<file path="src/rtl/ball_mover_gen2.sv">
// Ball position controller: scans the ball's leading edge against an external map port
// and commits 1-pixel steps per axis. Optional request rate limit: BALL_RATE_LIMIT_EN.
module ball_mover_gen2 #(
  parameter int                    X_WIDTH      = 10,
  parameter int                    Y_WIDTH      = 9,
  parameter int                    PX_WIDTH     = 8,
  parameter int                    INITIAL_X    = 527,
  parameter int                    INITIAL_Y    = 254,
  parameter int                    RADIUS       = 8,
  parameter logic [PX_WIDTH-1:0]   VALID_PX     = 8'h26,
  parameter logic [PX_WIDTH-1:0]   GOAL_PX      = 8'h1C,
  parameter int                    READ_LATENCY = 3,
  parameter int                    RATE_DIV     = 3333333
) (
  input  logic                clk,
  input  logic                reset,
  input  logic [3:0]          movement,
  output logic [X_WIDTH-1:0]  map_col_addr,
  output logic [Y_WIDTH-1:0]  map_row_addr,
  input  logic [PX_WIDTH-1:0] map_px,
  output logic [X_WIDTH-1:0]  x_out,
  output logic [Y_WIDTH-1:0]  y_out,
  output logic                busy,
  output logic                moved,
  output logic                blocked,
  output logic                goal_hit
);

  localparam int SPAN = 2*RADIUS-1;
  localparam int IW   = $clog2(SPAN+1);
  localparam int WCW  = $clog2(READ_LATENCY+1);

  typedef enum logic [2:0] {IDLE, ADDR, WAIT, CHECK, COMMIT} state_t;
  state_t state, state_n;

  logic               vert, vert_n, h_pos, h_pos_n, v_pos, v_pos_n, v_pend, v_pend_n;
  logic [IW-1:0]      idx, idx_n;
  logic [WCW-1:0]     wcnt;
  logic [X_WIDTH-1:0] x_n, pix_col;
  logic [Y_WIDTH-1:0] y_n, pix_row;
  logic               goal_flag;
  logic               h_req, v_req, tick, accept, bnd_blk, px_bad, px_last, axis_done, ld_addr;

  // Edge of the ball would leave the screen; arithmetic widened by one bit so it cannot wrap.
  function automatic logic oob(input logic vrt, input logic pos,
                               input logic [X_WIDTH-1:0] x, input logic [Y_WIDTH-1:0] y);
    logic r;
    if (!vrt)
      r = pos ? (({1'b0, x} + (X_WIDTH+1)'(RADIUS)) > {1'b0, {X_WIDTH{1'b1}}})
              : ({1'b0, x} < (X_WIDTH+1)'(RADIUS));
    else
      r = pos ? (({1'b0, y} + (Y_WIDTH+1)'(RADIUS)) > {1'b0, {Y_WIDTH{1'b1}}})
              : ({1'b0, y} < (Y_WIDTH+1)'(RADIUS));
    return r;
  endfunction

`ifdef BALL_RATE_LIMIT_EN
  localparam int RCW = (RATE_DIV > 1) ? $clog2(RATE_DIV) : 1;
  logic [RCW-1:0] rate_cnt;
  assign tick = (rate_cnt == RCW'(RATE_DIV-1));
  always_ff @(posedge clk or posedge reset) begin
    if (reset)     rate_cnt <= '0;
    else if (tick) rate_cnt <= '0;
    else           rate_cnt <= rate_cnt + RCW'(1);
  end
`else
  assign tick = 1'b1;
`endif

  // Opposite directions on one axis cancel
  assign h_req     = movement[2] ^ movement[3];
  assign v_req     = movement[0] ^ movement[1];
  assign accept    = (state == IDLE) && (h_req || v_req) && tick;
  assign bnd_blk   = (state == ADDR) && (idx == '0) && oob(vert, vert ? v_pos : h_pos, x_out, y_out);
  assign px_bad    = (state == CHECK) && (map_px != VALID_PX) && (map_px != GOAL_PX);
  assign px_last   = (idx == IW'(SPAN-1));
  assign axis_done = bnd_blk || px_bad || (state == COMMIT);

  always_ff @(posedge clk or posedge reset) begin
    if (reset) state <= IDLE;
    else       state <= state_n;
  end

  always_comb begin
    state_n = state;
    case (state)
      IDLE:    if (accept) state_n = ADDR;
      ADDR:    if (bnd_blk) state_n = v_pend ? ADDR : IDLE;
               else         state_n = (READ_LATENCY == 1) ? CHECK : WAIT;
      WAIT:    if (wcnt == WCW'(READ_LATENCY-1)) state_n = CHECK;
      CHECK:   if (px_bad)       state_n = v_pend ? ADDR : IDLE;
               else if (px_last) state_n = COMMIT;
               else              state_n = ADDR;
      COMMIT:  state_n = v_pend ? ADDR : IDLE;
      default: state_n = IDLE;
    endcase
  end

  always_comb begin
    busy = (state != IDLE);
  end

  // Next datapath values; the map address is loaded on entry to ADDR so it is
  // already on the port during the ADDR cycle.
  always_comb begin
    vert_n   = vert;
    h_pos_n  = h_pos;
    v_pos_n  = v_pos;
    v_pend_n = v_pend;
    idx_n    = idx;
    x_n      = x_out;
    y_n      = y_out;
    case (state)
      IDLE: if (accept) begin
        vert_n   = !h_req;
        h_pos_n  = movement[3];
        v_pos_n  = movement[1];
        v_pend_n = h_req && v_req;
        idx_n    = '0;
      end
      CHECK: if (!px_bad && !px_last) idx_n = idx + IW'(1);
      COMMIT: begin
        if (!vert) x_n = h_pos ? x_out + X_WIDTH'(1) : x_out - X_WIDTH'(1);
        else       y_n = v_pos ? y_out + Y_WIDTH'(1) : y_out - Y_WIDTH'(1);
      end
      default: ;
    endcase
    if (axis_done) begin
      idx_n = '0;
      if (v_pend) begin
        vert_n   = 1'b1;
        v_pend_n = 1'b0;
      end
    end
    if (!vert_n) begin
      pix_col = h_pos_n ? x_n + X_WIDTH'(RADIUS) : x_n - X_WIDTH'(RADIUS);
      pix_row = y_n - Y_WIDTH'(RADIUS-1) + Y_WIDTH'(idx_n);
    end else begin
      pix_row = v_pos_n ? y_n + Y_WIDTH'(RADIUS) : y_n - Y_WIDTH'(RADIUS);
      pix_col = x_n - X_WIDTH'(RADIUS-1) + X_WIDTH'(idx_n);
    end
    // An out-of-bounds first pixel is never put on the map port
    ld_addr = (state_n == ADDR) &&
              !((idx_n == '0) && oob(vert_n, vert_n ? v_pos_n : h_pos_n, x_n, y_n));
  end

  always_ff @(posedge clk or posedge reset) begin
    if (reset) begin
      vert         <= 1'b0;
      h_pos        <= 1'b0;
      v_pos        <= 1'b0;
      v_pend       <= 1'b0;
      idx          <= '0;
      wcnt         <= '0;
      x_out        <= X_WIDTH'(INITIAL_X);
      y_out        <= Y_WIDTH'(INITIAL_Y);
      map_col_addr <= '0;
      map_row_addr <= '0;
      moved        <= 1'b0;
      blocked      <= 1'b0;
      goal_flag    <= 1'b0;
      goal_hit     <= 1'b0;
    end else begin
      vert    <= vert_n;
      h_pos   <= h_pos_n;
      v_pos   <= v_pos_n;
      v_pend  <= v_pend_n;
      idx     <= idx_n;
      x_out   <= x_n;
      y_out   <= y_n;
      wcnt    <= (state == ADDR) ? WCW'(1) : (state == WAIT) ? wcnt + WCW'(1) : '0;
      moved   <= (state == COMMIT);
      blocked <= bnd_blk || px_bad;
      if (ld_addr) begin
        map_col_addr <= pix_col;
        map_row_addr <= pix_row;
      end
      if (axis_done)                                goal_flag <= 1'b0;
      else if (state == CHECK && map_px == GOAL_PX) goal_flag <= 1'b1;
      if (state == COMMIT && goal_flag) goal_hit <= 1'b1;
    end
  end

endmodule

</file>
<file path="config.mk">
export PLATFORM = sky130hd
export DESIGN_NAME = ball_mover_gen2
export DESIGN_NICKNAME = d
export VERILOG_FILES = /design/src/rtl/ball_mover_gen2.sv
export SDC_FILE = /design/constraint.sdc
export NUM_CORES = 1
export LEC_CHECK = 0
export BUFFER_PORTS_ARGS = -buffer_cell sky130_fd_sc_hd__buf_4
export CAP_MARGIN = 25
export CORE_MARGIN = 3
export CORE_UTILIZATION = 50
export DETAILED_ROUTE_END_ITERATION = 7
export PLACE_DENSITY = 0.82
export REMOVE_ABC_BUFFERS = 1
export SLEW_MARGIN = 20
export SYNTH_ARGS = -nofsm -noshare
export SYNTH_HDL_FRONTEND = slang
export SYNTH_SLANG_ARGS = --single-unit
</file>
<file path="constraint.sdc">
create_clock -name clk -period 6.7 [get_ports clk]
set_clock_uncertainty 0.15 [all_clocks]
set_input_delay 0 -clock clk [delete_from_list [all_inputs] [get_ports clk]]
set_output_delay 0 -clock clk [all_outputs]
set_load 0.05 [all_outputs]
</file>
# [Word level (Yosys, flattened, before mapping)]
# Cells that the tools add are included.
[op_classes] n_eq_ne=10 order_cmp=8 multipliers=0 n_div=0 reduce_logical=23 muxes=45 n_bitwise=2 addsub=18 n_shift=0
[ops] op="10-bit 2-to-1 mux" n=5
[ops] op="9-bit 2-to-1 mux" n=5
[ops] op="1-bit 2-to-1 mux" n=23
[ops] op="10-bit by 4-bit adder with 11-bit output, second input constant" n=2
[ops] op="11-bit by 10-bit > comparator with 1-bit output, second input constant" n=2
[ops] op="9-bit by 4-bit adder with 10-bit output, second input constant" n=2
[ops] op="10-bit by 9-bit > comparator with 1-bit output, second input constant" n=2
[ops] op="10-bit by 4-bit less-than comparator with 1-bit output, second input constant" n=2
[ops] op="9-bit by 4-bit less-than comparator with 1-bit output, second input constant" n=2
[ops] op="3-bit one-hot mux with 5 select lines" n=1
[ops] op="3-bit 2-to-1 mux" n=4
[ops] op="4-bit 2-to-1 mux" n=3
[ops] op="1-bit logical AND" n=11
[ops] op="10-bit by 1-bit adder with 10-bit output, second input constant" n=1
[ops] op="10-bit by 4-bit adder with 10-bit output" n=1
[ops] op="10-bit by 4-bit adder with 10-bit output, second input constant" n=1
[ops] op="10-bit by 1-bit subtractor with 10-bit output, second input constant" n=1
[ops] op="10-bit by 3-bit subtractor with 10-bit output, second input constant" n=1
[ops] op="10-bit by 4-bit subtractor with 10-bit output, second input constant" n=1
[ops] op="9-bit by 1-bit adder with 9-bit output, second input constant" n=1
[ops] op="9-bit by 4-bit adder with 9-bit output" n=1
[ops] op="9-bit by 4-bit adder with 9-bit output, second input constant" n=1
[ops] op="9-bit by 1-bit subtractor with 9-bit output, second input constant" n=1
[ops] op="9-bit by 3-bit subtractor with 9-bit output, second input constant" n=1
[ops] op="20 further kinds" n=31
[totals] word_cells=121 rom_bits=0 memories=0 ramBits=0 output_inout_bits=42 inputBits=14 register_bits=55 latch_bits=0

# [Longest topological paths before layout]
[depth] word_depth=14 ltp_mapped=21 mapped_depth_nobuf=21

# [Least setup slack after synthesis]
# Ideal clock, no wire load.
[synth_timing] path_kind="reg-to-reg" from="register y_out[0]" to="register map_col_addr[7]" setup_slack_ns=2.269 setup_time_ns=0.125 required_ns=6.425 arrival_time_ns=4.155 stages_incl_launch_ff=18 n_path_buf=1 synth_period_minus_slack_ns=4.431 path_cell_list="dfrtp_1 > inv_1 > fa_1 > nand2b_1 > a21oi_1 > o21a_1 > nor2_1 > xnor2_1 > o21ai_0 > inv_1 > ha_1 > nand4_1 > o221ai_1 > o21ai_0 > a211oi_1 > a211oi_4 > buf_12 > mux2_4"
[synth_between] word_cells_on_any_way=31 classes_between="add/sub: 5; order compare: 4; eq/ne: 1; mux: 14; reduce/logical: 7"
[synth_rtl] item="start: declaration" line_no="22" source="output logic [Y_WIDTH-1:0] y_out,"
[synth_rtl] item="start signal: assignment" line_no="156" source="y_out <= Y_WIDTH'(INITIAL_Y);"
[synth_rtl] item="start signal: assignment" line_no="170" source="y_out <= y_n;"
[synth_rtl] item="9-bit by 1-bit subtractor with 9-bit output or 9-bit by 1-bit adder with 9-bit output (tied branches)" line_no="124" source="else y_n = v_pos ? y_out + Y_WIDTH'(1) : y_out - Y_WIDTH'(1);"
[synth_rtl] item="9-bit 2-to-1 mux (*)" line_no="124"
[synth_rtl] item="9-bit 2-to-1 mux (*)" line_no="123" source="if (!vert) x_n = h_pos ? x_out + X_WIDTH'(1) : x_out - X_WIDTH'(1);"
[synth_rtl] item="9-bit 2-to-1 mux (*)" line_no="113" source="case (state)"
[synth_rtl] item="net y_n[6]" line_no="40" source="logic [Y_WIDTH-1:0] y_n, pix_row;"
[synth_rtl] item="9-bit by 4-bit adder with 10-bit output" line_no="52" source="r = pos ? (({1'b0, y} + (Y_WIDTH+1)'(RADIUS)) > {1'b0, {Y_WIDTH{1'b1}}})"
[synth_rtl] item="10-bit by 9-bit > comparator with 1-bit output" line_no="52"
[synth_rtl] item="1-bit 2-to-1 mux (*)" line_no="52"
[synth_rtl] item="1-bit 2-to-1 mux (*)" line_no="48" source="if (!vrt)"
[synth_rtl] item="1-bit logical AND (*)" line_no="144" source="!((idx_n == '0) && oob(vert_n, vert_n ? v_pos_n : h_pos_n, x_n, y_n));"
[synth_rtl] item="1-bit logical NOT (*)" line_no="144"
[synth_rtl] item="1-bit logical AND (*)" line_no="143" source="ld_addr = (state_n == ADDR) &&"
[synth_rtl] item="end signal: assignment" line_no="175" source="map_col_addr <= pix_col;"
[synth_rtl] item="end: declaration" line_no="18" source="output logic [X_WIDTH-1:0] map_col_addr,"
# Mark *: on every way through the listed nets, which the timed path passes. The rest lies on a longest branch.
# A chain may end at the register's enable or synchronous reset.

# [Worst setup path in the final report]
[layout_timing] from="register v_pos" to="register map_col_addr[1]"
[layout_between] word_cells_on_any_way=30 classes_between="add/sub: 2; order compare: 2; eq/ne: 1; mux: 18; reduce/logical: 7"
[layout_rtl] item="start: declaration" line_no="36" source="logic vert, vert_n, h_pos, h_pos_n, v_pos, v_pos_n, v_pend, v_pend_n;"
[layout_rtl] item="start signal: assignment" line_no="166" source="v_pos <= v_pos_n;"
[layout_rtl] item="9-bit 2-to-1 mux (*)" line_no="124"
[layout_rtl] item="9-bit 2-to-1 mux (*)" line_no="123"
[layout_rtl] item="9-bit 2-to-1 mux (*)" line_no="113"
[layout_rtl] item="net y_n[5]" line_no="40"
[layout_rtl] item="9-bit by 4-bit adder with 10-bit output" line_no="52"
[layout_rtl] item="10-bit by 9-bit > comparator with 1-bit output" line_no="52"
[layout_rtl] item="1-bit 2-to-1 mux (*)" line_no="52"
[layout_rtl] item="1-bit 2-to-1 mux (*)" line_no="48"
[layout_rtl] item="1-bit logical AND (*)" line_no="144"
[layout_rtl] item="1-bit logical NOT (*)" line_no="144"
[layout_rtl] item="1-bit logical AND (*)" line_no="143"
# Marks and branches as above.

==> out/metrics.yaml <==
track_usage_pct: 21.1
cts_tree: "done"
n_antenna_cell: 0
worstPathMaxFanout: 13
ir_worst_vdd_v: 0.000298
cp.required_ps: 6760
yosysUniqueCellTypes: 63
finalHoldViolCount: 0
status: "complete, no violations"
start_util_pct: 51.8
h-tree-depth: 2
holdBufCountCts: 8
synth_xor_xnor_area_share_pct: 6.02
slew_violations: 0
drtIter0Drc: 219
seq_area_frac_synth_pct: 27.3
relSlewSlack_pct: 38.7
drv_cap: 0
numPortBuffers: 55
synthFlopType: "dfrtp_1"
ant_nets: 0
area_growth_pct: 14.5
totalPowerFinal_mw: 1.63
synth_seq_cells: 55
synth_compound_area_share_pct: 15.4
reg2reg_from: "v_pos"
grt_max_degree: 56
startpoint: "v_pos"
dp_slack_ps: 1760
fmax_mhz: 201
holdWs_ps: 2.23
synth_top_family_by_area: "adder cells"
cts_inserted_buffers: 5
post_drt_wl_per_cell_um: 15.6
setup_tns_ps: 0
antenna_found_initial: 0
dieArea_mm2: 0.0114
final-setup-viol-count: 0
worst_skew_pair.late_latency_ps: 320
pwr_density_cell_mw_per_mm2: 279
io_pins: 56
avgSynthCellArea_um2: 8.97
multi_input_area_mm2: 0.00339
ys.warnings.count: 0
post_synth_mux_area_share_pct: 8.38
numClockSinks: 55
cp-end-kind: "register"
criticalPathCategory: "reg2reg"
tightest_slew_ps: 909
place_congestion: 0.939
final_common_cell: "ha_1"
cts_max_path_buffers: 2
die_h_um: 107
register_area_mm2: 0.00139
min_from: "map_px[6]"
path_clk_slew_ps: 110
grt_pass1_wl_mm: 19.9
holdCritPathClass: "in2reg"
die_w_um: 107
final_nets: 721
routed_wl_mm: 11.9
synth_edf_count: 0
dr.pass1.iters: 5
hpwlAfterDp_mm: 9.28
finalCritPeriodShare_pct: 74.3
grt_pass1_vias: 4159
synthSimpleGateAreaFrac_pct: 17.8
start_kind: "register"
overflow: 0
avgViaCountPerCell: 5.61
rows: 36
num-fill-cells: 874
post_cts_buffers: 0
synth-async-reset-ratio_pct: 100
setup_slack_ps: 1720
arrival_ps: 5040
netlist_area_mm2: 0.00509
clock-root-buffer: "clkbuf_8"
period_minus_slack_ps: 4980
rsz0062_at_grt: "false"
drive_gt1_share_pct: 19.3
post-route-util_pct: 59.3
synthCells: 567
synthAdderAreaFrac_pct: 19.0
drc: 0
layout_common_cells: "ha_1, buf_4, inv_1"
core_mm2: 0.00982
cts_resized: 0
routed-via-count: 4294
p_leak_nw: 2.86
-- kinds of logic after synthesis --
| family | count (synthesis) |
|---|---|
| AOI/OAI and AO/OA | 119 |
| xor gates and xnor gates | 35 |
| muxes | 36 |
| buffers and inverters | 71 |
| DFF | 55 |
| and+or+nand+nor | 176 |
| adders and majority gates | 75 |
-- flip-flops by register name, summed over array words and instances (netlist names) --
register      flops
blocked           1
goal_flag         1
goal_hit          1
h_pos             1
idx               4
map_col_addr     10
map_row_addr      9
moved             1
state             3
v_pend            1
v_pos             1
vert              1
wcnt              2
x_out            10
y_out             9
-- cell type report --
cell class	instances	area share (%)
multi-input combinational	441	58.2
clock buffer	5	1.18
inverter	57	3.67
timing repair buffer	72	9.73
clock inverter	3	0.430
tap	133	2.86
sequential	55	23.9
-- metal layers --
layer | routed length (um) | track usage (%) | part of all wire (%)
met1 | 5660 | 29.5 | 47
met5 | 0 | 0 | 0
met3 | 535 | 2.35 | 4.5
met2 | 5600 | 35.7 | 47
met4 | 129 | 4.02 | 1.1
-- report_power, final --
part / total [mW] / switching [mW] / internal, mW
clock network: 0.202 / 0.125 / 0.0767
registers: 0.463 / 0.0642 / 0.398
logic: 0.961 / 0.585 / 0.376
-- path summary, 6_finish.rpt --
path | cells after the start | slack (ps) | to
hold reg to reg | 1 | 320 | goal_hit
max in group asynchronous | 4 | 5700 | x_out[6]
min in group asynchronous | 4 | 260 | map_row_addr[5]
hold / removal | 4 | 2 | state[0]
setup reg to reg | 17 | 1720 | map_col_addr[1]
setup / recovery | 17 | 1720 | map_col_addr[1]
-- cell usage after synthesis (8+ instances only) --
cell type,number,share of area [%]
ha_1,71,17
inv_1,57,4.2
nor2_1,52,3.8
dfrtp_1,43,21
nand2_1,39,2.9
a21oi_1,35,3.4
o21ai_0,27,2.7
xor2_1,20,3.4
nand3_1,17,1.7
xnor2_1,15,2.6
mux2_2,13,2.9
mux2i_1,13,2.6
dfstp_2,12,6.2
nand4_1,11,1.4
mux2_4,10,3.0
nor3_1,10,0.98
a21o_1,8,1.2
clkbuf_1,8,0.59
-- stage by stage --
stage                     instances  cell area, um^2
after floorplan                 553             5000
after global placement          746             5620
after detailed placement        747             5630
after CTS                       763             5800
after global routing            766             5830
final                           766             5830
-- worst max-delay path, stage by stage (launching register included) --
cell	delay (ps)
dfrtp_1	490
inv_1	300
ha_1	350
a21oi_1	190
a21oi_1	130
o21ai_0	170
nand2b_1	90
xnor2_1	120
o21ai_0	710
inv_1	240
ha_1	270
nand4_1	120
o221ai_1	110
o21ai_0	180
a211oi_1	100
a211oi_4	520
buf_6	260
mux2_2	360
No activity file was read; power rests on OpenSTA's default activity.
